$ cat src/rtl/clk_tick_gen.sv
// Lock-qualified 1 us / 1 ms / 1 s clock-enable strobe generator with a
// 0..59 seconds counter and minute strobe, for the PLL output clock domain.
module clk_tick_gen #(
    parameter int US_DIV        = 48,
    parameter int MS_DIV        = 1000,
    parameter int S_DIV         = 1000,
    parameter int SETTLE_CYCLES = 1024
) (
    input  logic       clk,
    input  logic       rst,
    input  logic       pll_lock,
    input  logic       run,
    output logic       ready,
    output logic       tick_us,
    output logic       tick_ms,
    output logic       tick_sec,
    output logic [5:0] sec_count,
    output logic       tick_min
);
    localparam int UW = $clog2(US_DIV);
    localparam int MW = $clog2(MS_DIV);
    localparam int SW = $clog2(S_DIV);
    localparam int CW = (SETTLE_CYCLES > 1) ? $clog2(SETTLE_CYCLES) : 1;

    localparam logic [UW-1:0] US_LAST = UW'(US_DIV - 1);
    localparam logic [MW-1:0] MS_LAST = MW'(MS_DIV - 1);
    localparam logic [SW-1:0] S_LAST  = SW'(S_DIV - 1);
    // RUN is entered on the edge where the counter steps onto SETTLE_CYCLES-1.
    localparam logic [CW-1:0] SETTLE_PRE = CW'((SETTLE_CYCLES > 1) ? SETTLE_CYCLES - 2 : 0);

    typedef enum logic [1:0] {
        WAIT_LOCK = 2'd0,
        SETTLE    = 2'd1,
        RUN       = 2'd2
    } state_t;

    state_t        state;
    logic          lock_m, lock_s;
    logic [CW-1:0] settle_cnt;
    logic [UW-1:0] us_cnt;
    logic [MW-1:0] ms_cnt;
    logic [SW-1:0] s_cnt;

    logic live, us_wrap, ms_wrap, s_wrap, m_wrap;

    always_ff @(posedge clk) begin
        if (rst) begin
            lock_m <= 1'b0;
            lock_s <= 1'b0;
        end else begin
            lock_m <= pll_lock;
            lock_s <= lock_m;
        end
    end

    always_ff @(posedge clk) begin
        if (rst) begin
            state      <= WAIT_LOCK;
            settle_cnt <= '0;
            ready      <= 1'b0;
        end else begin
            case (state)
                WAIT_LOCK: begin
                    settle_cnt <= '0;
                    if (lock_s) begin
                        if (SETTLE_CYCLES == 1) begin
                            state <= RUN;
                            ready <= 1'b1;
                        end else begin
                            state <= SETTLE;
                        end
                    end
                end
                SETTLE: begin
                    if (!lock_s) begin
                        state      <= WAIT_LOCK;
                        settle_cnt <= '0;
                    end else begin
                        settle_cnt <= settle_cnt + CW'(1);
                        if (settle_cnt == SETTLE_PRE) begin
                            state <= RUN;
                            ready <= 1'b1;
                        end
                    end
                end
                RUN: begin
                    if (!lock_s) begin
                        state      <= WAIT_LOCK;
                        settle_cnt <= '0;
                        ready      <= 1'b0;
                    end
                end
                default: begin
                    state      <= WAIT_LOCK;
                    settle_cnt <= '0;
                    ready      <= 1'b0;
                end
            endcase
        end
    end

    // Lock loss is folded into live so a tick due on that edge is dropped.
    assign live    = (state == RUN) && lock_s;
    assign us_wrap = (us_cnt == US_LAST);
    assign ms_wrap = us_wrap && (ms_cnt == MS_LAST);
    assign s_wrap  = ms_wrap && (s_cnt == S_LAST);
    assign m_wrap  = s_wrap && (sec_count == 6'd59);

    always_ff @(posedge clk) begin
        if (rst || !live) begin
            us_cnt    <= '0;
            ms_cnt    <= '0;
            s_cnt     <= '0;
            sec_count <= '0;
            tick_us   <= 1'b0;
            tick_ms   <= 1'b0;
            tick_sec  <= 1'b0;
            tick_min  <= 1'b0;
        end else if (!run) begin
            tick_us  <= 1'b0;
            tick_ms  <= 1'b0;
            tick_sec <= 1'b0;
            tick_min <= 1'b0;
        end else begin
            us_cnt <= us_wrap ? '0 : us_cnt + UW'(1);
            if (us_wrap)
                ms_cnt <= (ms_cnt == MS_LAST) ? '0 : ms_cnt + MW'(1);
            if (ms_wrap)
                s_cnt <= (s_cnt == S_LAST) ? '0 : s_cnt + SW'(1);
            if (s_wrap)
                sec_count <= m_wrap ? 6'd0 : sec_count + 6'd1;
            tick_us  <= us_wrap;
            tick_ms  <= ms_wrap;
            tick_sec <= s_wrap;
            tick_min <= m_wrap;
        end
    end
endmodule
$ cat config.mk
export PLATFORM = sky130hd
export DESIGN_NAME = clk_tick_gen
export DESIGN_NICKNAME = d
export VERILOG_FILES = /design/src/rtl/clk_tick_gen.sv
export SDC_FILE = /design/constraint.sdc
export NUM_CORES = 1
export LEC_CHECK = 0
export BUFFER_PORTS_ARGS = -buffer_cell sky130_fd_sc_hd__buf_4
export CORE_AREA = 2 2 93 95
export CTS_BUF_LIST = sky130_fd_sc_hd__clkbuf_8
export DETAILED_ROUTE_END_ITERATION = 8
export DIE_AREA = 0 0 95 97
export HOLD_SLACK_MARGIN = 0.1
export PLACE_DENSITY = 0.47
export SYNTH_ARGS = -nofsm -noshare
export SYNTH_HDL_FRONTEND = slang
export SYNTH_SLANG_ARGS = --single-unit
$ cat constraint.sdc
create_clock -name clk -period 4.9 [get_ports clk]
set_input_delay 0.245 -clock clk [delete_from_list [all_inputs] [get_ports clk]]
set_output_delay 0.245 -clock clk [all_outputs]
set_load 0.01 [all_outputs]
==> metrics.txt <==
RSZ-0062 raised after global routing false; CP arrival 2580 ps; synthesized area per cell roughly 8.5 µm²; DRC viols 0; antenna cells 0; clk_lat worst skew approximately 300 ps; Area after DPL roughly 0.0026 mm²; clock buffer depth 2; total routed wirelength about 5.2 mm; starting density of the core 29.8%; Hold Path Class input pin to register; vias per cell between 5 and 6; DP HPWL ~3.7 mm; Cell variety after synth 40; Post-Synthesis Cells approximately 290; Max-Cap Viols 0; Crit Path Category register to register; outcome completed; via count a little over 2000; Layout area overhead 12.5%; Nets between 300 and 400; Final period util between 40% and 50%; Worst Tran Pin Value between 1000 and 1500 ps; prevailing post-synth register cell dfxtp_1; crit end category register; clk root buf clkbuf_8; initial antenna violation count 0; clock skew approximately 14 ps; Post-CTS Hold Fix Bufs 0; # IOs 15; Pre-Repair DR Iteration Count 4; Tot GR Track Use about 12%; Die Y just under 100 µm; Rows 33; WP data required between 5000 and 6000 ps; # setup viols final 0; Worst setup SP type register; Layout fillers between 800 and 900; PwrDens 246 mW/mm²; crit path max fanout 18; Final Critical Period around 2300 ps; CTS H-tree depth 2; fmax between 400 and 500 MHz; DRT iter0 DRCs 81; commonest non-fill, non-tap cell in the layout dfxtp_1; largest net degree at the start of global routing 22; fin. max-slew vios 0; Seq/Total Area, Yosys 42.2%; post-route cell area 0.00272 mm²; antenna-violating nets left 0; postcts setup bufs 0; Chip Width between 90 and 100 µm; yosys warns 0; final setup TNS 0 ps; Post-synth ARST share 0%; Post-synth EDFFs 0; Hold Fails Final Rpt 0; most frequent cells in the layout dfxtp_1, nand2_1, nor2_1; wire per inst around 13 µm; CTS Buf Count 5; PostCTS Resize Cnt 0; Remaining Overflow, GRT 0; CTS tree built; clk sink count 51; area of the mapped netlist ~0.0024 mm²; RD Place Congestion roughly 0.74; peak supply drop 0.000118 V; die area between 0.009 and 0.01 mm²; Static Leak 0.837 nW; slew margin rel. a little under a quarter; Post-Syn Nets a little under 300; vias in the first global route ~1900; I/O Buffers 14; Placeable Area 0.00813 mm²; flops & latches, synth between 50 and 60; share of layout cells above drive strength 1 around a tenth; Clk pin slew, worst setup/hold paths 90 ps; first-pass GRT wire length just over 9 mm
worst paths after layout:
path	from	endpoint	slack, ps	cells after the start
setup / recovery	us_cnt[0]$_SDFFE_PP0P_	s_cnt[3]$_SDFFE_PP0P_	2550	5
hold / removal	rst	lock_m$_SDFF_PP0_	140	2
setup reg to reg	us_cnt[0]$_SDFFE_PP0P_	s_cnt[3]$_SDFFE_PP0P_	2550	5
hold reg to reg	lock_m$_SDFF_PP0_	lock_s$_SDFF_PP0_	450	1
metrics by stage:
stage	setup slack [ps]	total power [W]	hold WS, ps	utilization (%)	std cells
3_3_place_gp	2610	0.000432	417	32.4	398
5_1_grt	2350	0.000697	133	33.5	405
6_report	2550	0.000669	140	33.5	405
2_1_floorplan	2860	0.000429	317	-	286
3_5_place_dp	2560	0.000432	431	32.4	398
4_1_cts	2560	0.000681	130	33.5	405
synth_stat cells, types with 2 or more instances:
cell       number  area, µm²
buf_2           3       15.0
xnor2_1        11       96.3
nand2_1        29        109
nand4_1        13       81.3
a31oi_1         2       12.5
mux2i_1         2       20.0
or3_1           9       56.3
nand3_1        18       90.1
nand4b_1        2       17.5
o31ai_1         3       22.5
or4_1           6       45.0
ha_1            6       75.1
and4b_1         2       20.0
nand4bb_1       2       22.5
nand2b_1        3       18.8
a211oi_1        2       15.0
nor2_1         27        101
o21ai_0        19       95.1
nor2b_1         4       25.0
nor4_1          6       37.5
clkbuf_1        6       22.5
nor3_1          9       45.0
and4_1          5       43.8
xor2_1          4       35.0
a21oi_1        23        115
dfxtp_1        51       1020
inv_1           6       22.5
routing by layer:
metal / routed length (µm) / track usage [%]
met1: 2710 / 17.6
met2: 2290 / 17.8
met3: 164 / 2.34
met4: 63 / 3.90
met5: 0 / 0
cell type report:
| type | count | area [µm²] | share of cell area [%] |
|---|---|---|---|
| flip-flops and latches | 51 | 1020 | 37.5 |
| repair buffers | 16 | 120 | 4.41 |
| well taps | 105 | 131 | 4.83 |
| inverters | 6 | 22.5 | 0.827 |
| clock buffers | 6 | 82.6 | 3.03 |
| multi-input cells | 220 | 1340 | 49.2 |
| clock inverters | 1 | 5.00 | 0.184 |
critical path, cell delays in order (launching register included):
cell	delay (ps)
dfxtp_1	370
ha_1	290
nand4b_4	210
or4_1	830
or3_1	450
a21oi_1	140
cell families (layout without fill, tap and decap cells):
kind of cell	count (synthesis)	after routing	share of synthesized area, %
muxes	2	2	0.827
buffers and inverters	15	29	2.48
AOI/OAI and AO/OA	53	53	12.0
and+or+nand+nor	144	144	34.0
xor gates and xnor gates	15	15	5.43
adders and majority gates	6	6	3.10
DFF	51	51	42.2
where the power goes:
group / internal [W] / total (W) / switching, W
logic: 0.00000324 / 0.00000643 / 0.00000320
clock network: 0.000111 / 0.000247 / 0.000136
registers: 0.000415 / 0.000416 / 0.000000682
sequential cells by signal, indices dropped and copies added (netlist names):
signal / count
tick_us: 1
settle_cnt: 10
tick_min: 1
lock_s: 1
ms_cnt: 10
tick_ms: 1
us_cnt: 6
state: 2
lock_m: 1
tick_sec: 1
ready: 1
s_cnt: 10
sec_count: 6
Power figures use the tool's default switching activity.
